--- src/rtl/pwm_velocity_decoder.sv ---
// Measures high time and period of each PWM cycle and decodes the high time into a
// 3-bit velocity level. Loss of edges for TIMEOUT clocks reports signal_lost.
module pwm_velocity_decoder #(
    parameter int PERIOD     = 1_000_000,
    parameter int PERIOD_TOL = 10_000,
    parameter int MIN_W      = 30_000,
    parameter int MAX_W      = 115_000,
    parameter int T1         = 40_350,
    parameter int T2         = 51_075,
    parameter int T3         = 61_800,
    parameter int T4         = 72_500,
    parameter int T5         = 83_200,
    parameter int T6         = 93_925,
    parameter int T7         = 104_650,
    parameter int TIMEOUT    = 1_100_000,
    parameter int N          = 21
) (
    input  logic       clock,
    input  logic       reset,
    input  logic       pwm,
    output logic [2:0] level,
    output logic       valid,
    output logic       level_changed,
    output logic       signal_lost,
    output logic [1:0] db_state
);

    typedef enum logic [1:0] {
        StIdle   = 2'b00,
        StHigh   = 2'b01,
        StLow    = 2'b10,
        StUnused = 2'b11
    } state_t;

    localparam logic [N:0]   PER_MIN = (N+1)'(PERIOD - PERIOD_TOL);
    localparam logic [N:0]   PER_MAX = (N+1)'(PERIOD + PERIOD_TOL);
    localparam logic [N-1:0] W_MIN   = N'(MIN_W);
    localparam logic [N-1:0] W_MAX   = N'(MAX_W);
    localparam logic [N-1:0] THR1    = N'(T1);
    localparam logic [N-1:0] THR2    = N'(T2);
    localparam logic [N-1:0] THR3    = N'(T3);
    localparam logic [N-1:0] THR4    = N'(T4);
    localparam logic [N-1:0] THR5    = N'(T5);
    localparam logic [N-1:0] THR6    = N'(T6);
    localparam logic [N-1:0] THR7    = N'(T7);
    localparam logic [N-1:0] TO_CNT  = N'(TIMEOUT);
    localparam logic [N-1:0] CNT_MAX = '1;

    state_t         state;
    logic           s1, s2, s3;
    logic           rise, fall;
    logic [N-1:0]   cnt;
    logic [N-1:0]   cnt_inc;
    logic [N-1:0]   width_cap;
    logic [N:0]     period;
    logic           legal;
    logic           timeout;
    logic [2:0]     new_level;

    assign db_state = state;

    always_comb begin
        rise    = s2 & ~s3;
        fall    = ~s2 & s3;
        cnt_inc = (cnt == CNT_MAX) ? cnt : cnt + N'(1);
        period  = {1'b0, cnt} + (N+1)'(1);
        timeout = (cnt == TO_CNT);
        legal   = (period >= PER_MIN) && (period <= PER_MAX) &&
                  (width_cap >= W_MIN) && (width_cap <= W_MAX);
        // Thresholds ascend, so the last one met equals the count of thresholds met.
        new_level = 3'd0;
        if (width_cap >= THR1) new_level = 3'd1;
        if (width_cap >= THR2) new_level = 3'd2;
        if (width_cap >= THR3) new_level = 3'd3;
        if (width_cap >= THR4) new_level = 3'd4;
        if (width_cap >= THR5) new_level = 3'd5;
        if (width_cap >= THR6) new_level = 3'd6;
        if (width_cap >= THR7) new_level = 3'd7;
    end

    always_ff @(posedge clock or posedge reset) begin
        if (reset) begin
            s1            <= 1'b0;
            s2            <= 1'b0;
            s3            <= 1'b0;
            state         <= StIdle;
            cnt           <= '0;
            width_cap     <= '0;
            level         <= 3'd0;
            valid         <= 1'b0;
            level_changed <= 1'b0;
            signal_lost   <= 1'b0;
        end else begin
            s1            <= pwm;
            s2            <= s1;
            s3            <= s2;
            level_changed <= 1'b0;
            signal_lost   <= 1'b0;
            case (state)
                StIdle: begin
                    cnt <= '0;
                    if (rise) state <= StHigh;
                end
                StHigh: begin
                    if (timeout) begin
                        state       <= StIdle;
                        cnt         <= '0;
                        valid       <= 1'b0;
                        signal_lost <= 1'b1;
                    end else begin
                        cnt <= cnt_inc;
                        if (fall) begin
                            width_cap <= cnt_inc;
                            state     <= StLow;
                        end
                    end
                end
                StLow: begin
                    // A rise coinciding with the timeout is discarded.
                    if (timeout) begin
                        state       <= StIdle;
                        cnt         <= '0;
                        valid       <= 1'b0;
                        signal_lost <= 1'b1;
                    end else if (rise) begin
                        state <= StHigh;
                        cnt   <= '0;
                        if (legal) begin
                            level         <= new_level;
                            valid         <= 1'b1;
                            level_changed <= (new_level != level) || !valid;
                        end else begin
                            valid <= 1'b0;
                        end
                    end else begin
                        cnt <= cnt_inc;
                    end
                end
                default: begin
                    state <= StIdle;
                    cnt   <= '0;
                end
            endcase
        end
    end

endmodule

--- config.mk ---
export PLATFORM = sky130hd
export DESIGN_NAME = pwm_velocity_decoder
export DESIGN_NICKNAME = d
export VERILOG_FILES = /design/src/rtl/pwm_velocity_decoder.sv
export SDC_FILE = /design/constraint.sdc
export NUM_CORES = 1
export LEC_CHECK = 0
export ABC_AREA = 1
export CAP_MARGIN = 10
export CORE_ASPECT_RATIO = 1.4
export CORE_MARGIN = 2
export CORE_UTILIZATION = 62
export DETAILED_ROUTE_END_ITERATION = 10
export GPL_TIMING_DRIVEN = 0
export PLACE_DENSITY = 0.85
export SETUP_SLACK_MARGIN = 0.02
export SLEW_MARGIN = 10
export SYNTH_ARGS = -nofsm -noshare
export SYNTH_HDL_FRONTEND = slang
export SYNTH_SLANG_ARGS = --single-unit
--- constraint.sdc ---
create_clock -name clock -period 2.5 [get_ports clock]
set_input_delay 0.25 -clock clock [delete_from_list [all_inputs] [get_ports clock]]
set_output_delay 0.25 -clock clock [all_outputs]
set_load 0.01 [all_outputs]
* Yosys cells after proc, flatten, opt, wreduce, memory -nomap -nowiden
Cells that the tools add are included.
W data, S select, Z words.
** Storage, ports and cells
- Flip-flop bits (word level) :: 53
- Input port bits :: 3
- Output and inout bits :: 8
- Word-level logic and storage cells :: 75
** Cells by class
- Add/subtract/negate cells :: 2
- Magnitude comparators :: 11
- Equality and inequality tests :: 8
- Muxes and demuxes :: 28
- Bitwise logic cells :: 5
- Reductions and logical operators :: 11
** Operators by type and width (number)
- $ge A21 B17 Y1 const B :: 4
- $mux W21 :: 4
- $ge A21 B16 Y1 const B :: 3
- $eq A21 B21 Y1 const B :: 2
- $pmux W21 S2 :: 1
- $add A21 B1 Y22 const B :: 1
- $ge A22 B20 Y1 const B :: 1
- $le A22 B20 Y1 const B :: 1
- $add A21 B1 Y21 const B :: 1
- $ge A21 B15 Y1 const B :: 1
- $le A21 B17 Y1 const B :: 1
- $mux W3 :: 6
- $mux W1 :: 11
- $mux W2 :: 4
- $ne A3 B3 Y1 const B :: 2
- $pmux W2 S3 :: 1
- $reduce_and A3 Y1 :: 2
- $reduce_and A4 Y1 :: 1
- $logic_and A1 B1 Y1 :: 3
- $ne A3 B3 Y1 :: 1
- $not A1 Y1 :: 3
- $and A1 B1 Y1 :: 2
- $eq A2 B1 Y1 const B :: 1
- $eq A2 B2 Y1 const B :: 1
- other kinds (7) :: 7

* Depth between registers and ports, before layout
- Depth after elaboration :: 14
- Depth in mapped cells :: 18
- Gate-level depth less buffers :: 17

* Worst setup path after synthesis
Ideal clock, no wire load.
- Path kind :: register to register
- Start point :: reg cnt[1]
- End point :: reg level_changed
- Setup time :: 0.113 ns
- Arrival time :: 1.815 ns
- Data required time :: 2.387 ns
- Setup slack :: 0.572 ns
- Stages on the path, launching flop included :: 15
- Path buffers :: 0
- Period minus slack after synthesis :: 1.928 ns
- Path through :: dfrtp_1 > ha_1 > nand2_2 > nor2_4 > nand2_4 > nor2_8 > nand2_2 > xor2_2 > nand2_1 > nor2_1 > nand2_2 > nand4_1 > nor2_1 > nand2_1 > inv_1
** On the way
- Word-level cells in the longest chain between the ends :: 9
- Elaborated cells between the ends (all ways) :: 11
- Classes of those cells :: add/sub (1); order compare (2); eq/ne (1); mux (4); reduce/logical (3)
** Ends and longest elaborated chain
- start: declaration :: line 52 : logic [N-1:0] cnt;
- start signal: assignment :: line 111 : cnt <= cnt_inc;
- start signal: assignment :: line 136 : cnt <= cnt_inc;
- $add A21 B1 Y22 :: line 66 : period = {1'b0, cnt} + (N+1)'(1);
- $ge A22 B20 Y1 / $le A22 B20 Y1 (equally long branches) :: line 68 : legal = (period >= PER_MIN) && (period <= PER_MAX) &&
- $logic_and A1 B1 Y1 (2 in series) :: line 68
- $logic_and A1 B1 Y1 :: line 69 : (width_cap >= W_MIN) && (width_cap <= W_MAX);
- $mux W1 :: line 128 : if (legal) begin
- $mux W1 :: line 125 : end else if (rise) begin
- $mux W1 * :: line 120 : if (timeout) begin
- $mux W1 * :: line 99 : case (state)
- end signal: assignment :: line 131 : level_changed <= (new_level != level) || !valid;
- end: declaration :: line 23 : output logic level_changed,
Mark *: on every way between the ends. The rest lies on a longest branch, timed or not.
A chain may end at the register's enable or synchronous reset.

* Worst setup path after layout
- Start point :: reg cnt[1]
- End point :: reg valid
** On the way
- Word-level cells in the longest chain between the ends :: 9
- Elaborated cells between the ends (all ways) :: 14
- Classes of those cells :: add/sub (1); order compare (2); eq/ne (3); mux (4); reduce/logical (4)
** Ends and longest elaborated chain
- $add A21 B1 Y22 :: line 66
- $ge A22 B20 Y1 / $le A22 B20 Y1 (equally long branches) :: line 68
- $logic_and A1 B1 Y1 (2 in series) :: line 68
- $logic_and A1 B1 Y1 :: line 69
- $mux W1 :: line 128
- $mux W1 :: line 125
- $mux W1 :: line 120
- $pmux W1 S2 :: line 99
- end signal: assignment :: line 123 : valid <= 1'b0;
- end signal: assignment :: line 130 : valid <= 1'b1;
- end signal: assignment :: line 133 : valid <= 1'b0;
- end: declaration :: line 22 : output logic valid,
Parallel ways exist; a longest one is shown, timed or not. The select of a mux whose other input is x is not followed.

==> qor.yml <==
outcome:
  status: "complete, no violations"
setup_path:
  r2r_start: "cnt[1]"
  cp_top_family: "simple AND/OR/NAND/NOR gates"
  r2r_cells: 14
  cp.arrival_ps: 2470
  slowest_delay_ps: 440
  worst-path-stages: 14
  critical_path.max_fanout: 7
  rrSetupSlack_ps: 240
  timing.rr.end: "valid"
  path_cells: "ha_1 > nand2_2 > nor2_4 > nand2_4 > nor2_8 > nand2_2 > xor2_2 > nand2_1 > nor2_1 > nand2_2 > inv_1 > nor2_1 > nand4_1 > nand2_1"
  path_common_cell: "nand2_2"
  worstSetupPathType: "reg2reg"
  cp_data_required_time_ps: 2710
  crit_path_end_kind: "flip-flop"
  crit_buf_inv: 1
  start_kind: "flip-flop"
  cp_slowest_cell: "dfrtp_1"
floorplanning:
  ios: 11
  initial_core_util: 0.645
  rows: 33
  die_width_microns: 70.0
  core-area_sq_mm: 0.00586
  die_h_microns: 96.4
  dieArea_sq_mm: 0.00675
route:
  dr.pass1.iters: 5
  num_vias: 3572
  drt_iter0_markers: 119
  drc: 0
  wire_per_inst_microns: 13.9
  wl_mm: 8.96
  ant_nets: 0
  viasPerCell: 5.55
synth:
  synth-xor-area-share: 0.0397
  syn_area_sq_mm: 0.00378
  yosysWarnings: 0
  synth_fa_ha_area_frac: 0.0232
  synth_seq_cells: 53
  synthesis.nets: 565
  async_flop_share: 1.00
  seq_area_frac_synth: 0.351
  synth-compound-area-share: 0.0764
  avgSynthCellArea_sq_um: 6.82
  muxShareOfSynthArea: 0
  synth_edf_count: 0
  netlist_instances: 555
  synthSimpleGateAreaFrac: 0.425
  synth_ff_type: "dfrtp_1"
  synth_top_family_by_area: "simple AND/OR/NAND/NOR gates"
  netlist-cell-type-count: 37
global_route:
  gr-total-overflow: 0
  grtUsageMet1: 0.326
  grt_use_met2: 0.516
  grt_use_total: 0.279
  grt_pass1_vias: 3366
  grt.busiest_layer: "met2"
  grt_max_degree: 29
  antenna_found_initial: 0
  grt_pass1_wl_mm: 14.8
  use_met3: 0.0228
timing:
  skew_ps: 11.0
  worst_pin_slew_ps: 610
  fmax_mhz: 443
  slew_headroom: 0.593
  maxSlewViolCount: 0
  setup_viol: 0
  finalSetupTns_ps: 0
  min_period_ps: 2260
  finalHoldViolCount: 0
  rsz0062_at_grt: "false"
  fin_crit_sh: 0.904
finish:
  drive_above_1_share: 0.110
  nets: 583
  instances_no_fill: 644
  area_growth_pct: 8.87
  diodes: 0
pwr:
  p_per_area_mw_per_mm2: 461
  ir_drop_mv: 0.467
  comb_power_share: 0.196
  netSwitchingPower_uw: 572
  p_clk_frac: 0.304
  internal_power_uw: 1320
  switching_share: 0.301
  leakagePower_uw: 0.00205
  share_seq_of_total_power: 0.499
clock_tree:
  cts.sinks: 53
  cts_tree: "done"
  cts-root-buf: "clkbuf_8"
  clkTransAtPathRegs_ps: 90
  postCtsSetupBuffers: 0
  cts-hold-fix-buffers: 0
  ctsResizeCount: 0
  cts_made_buffers: 5
  clkLatencyLatePin_ps: 320
  htree_levels: 2
  clock_path_buffers: 2
place:
  dp.cells: 636
  post-dp-hpwl_mm: 7.21
  routabilityCongestion: 0.992
  portBuffers: 10
hold_path:
  hold_path.class: "in2async"
run:
  maxCapViolCount: 0
[power by group through the flow]
| stage | logic, uW | clock network, uW | registers [uW] |
|---|---|---|---|
| after CTS | 368 | 582 | 946 |
| final | 372 | 577 | 947 |
| after global routing | 423 | 619 | 952 |
| after floorplan | 238 | 0 | 956 |
| after global placement | 346 | 0 | 959 |
| after detailed placement | 364 | 0 | 962 |
[stage by stage]
stage	total power [uW]	area [sq um]	util	setup slack [ps]	hold slack, ps
global placement	1310	3970	0.677	113	337
finish	1900	4120	0.702	240	319
global route	1990	4120	0.702	30.5	361
floorplan	1190	3780	-	572	281
detailed placement	1330	4000	0.682	245	344
CTS	1900	4110	0.701	229	341
[flip-flops by register name (all words and copies together), names as in the netlist]
| signal | count |
|---|---|
| cnt | 21 |
| db_state | 2 |
| level | 3 |
| level_changed | 1 |
| s1 | 1 |
| s2 | 1 |
| s3 | 1 |
| signal_lost | 1 |
| valid | 1 |
| width_cap | 21 |
[worst max-delay path by stage]
stage | start | slack, ps | endpoint
final | cnt[1] | 240 | valid
after global routing | cnt[0] | 30 | width_cap[0]
after CTS | cnt[0] | 230 | width_cap[17]
after detailed placement | cnt[0] | 240 | width_cap[17]
after global placement | reset | 110 | cnt[0]
after floorplan | cnt[1] | 570 | level_changed
[kinds of logic (layout without fill, tap and decap cells)]
logic type      after synthesis  in the layout
compound gates               55             55
xor+xnor                     12             12
fa+ha+maj                     7              7
buf+inv                      82            101
flops                        53             53
simple gates                346            346
[synthesized netlist by cell type, types with 4 or more instances]
master | instances | area, sq um
nand2_1 | 146 | 548
nor2_1 | 97 | 364
inv_1 | 70 | 263
dfrtp_1 | 53 | 1330
nand3_1 | 33 | 165
o21ai_0 | 28 | 140
a21oi_1 | 17 | 85.1
nand4_1 | 14 | 87.6
nand2_2 | 12 | 75.1
nor3_1 | 12 | 60.1
ha_1 | 7 | 87.6
nor2_4 | 7 | 78.8
nor2_2 | 6 | 37.5
xor2_2 | 6 | 97.6
nand2_4 | 5 | 56.3
o21ai_1 | 5 | 25.0
xor2_1 | 5 | 43.8
buf_2 | 4 | 20.0
[cell type report]
type,count,area (sq um)
multi-input cells,420,2140
clock inverters,2,38.8
repair buffers,11,128
well taps,70,87.6
flip-flops and latches,53,1330
inverters,74,278
fillers,486,1750
clock buffers,6,72.6
plain buffers,8,46.3
[layout by cell type, fill, tap and decap left out, types with 2 or more instances in the layout]
master | Yosys | routed
o21ai_1 | 5 | 5
o21ai_0 | 28 | 28
a31oi_1 | 2 | 2
nand3_2 | 3 | 3
inv_1 | 70 | 69
xor2_1 | 5 | 5
nand4_1 | 14 | 14
and3_1 | 2 | 2
clkdlybuf4s50_1 | 0 | 10
buf_2 | 4 | 3
nand2_2 | 12 | 12
dfrtp_1 | 53 | 53
ha_1 | 7 | 7
xor2_2 | 6 | 6
a21oi_1 | 17 | 17
nor4_1 | 2 | 2
nand2_4 | 5 | 5
inv_2 | 3 | 4
buf_4 | 2 | 2
nor2_2 | 6 | 5
nand2_1 | 146 | 146
nor2_1 | 97 | 97
clkbuf_8 | 0 | 5
nand3_1 | 33 | 33
clkbuf_1 | 2 | 2
nor3_1 | 12 | 12
nor2_4 | 7 | 8
[per-layer routing]
metal  wire, microns  vias up
met1            3610     1664
met3             276       28
met2            4760       88
met4             315        0
met5               0        -
li1                -     1792
Power figures use the tool's default switching activity.
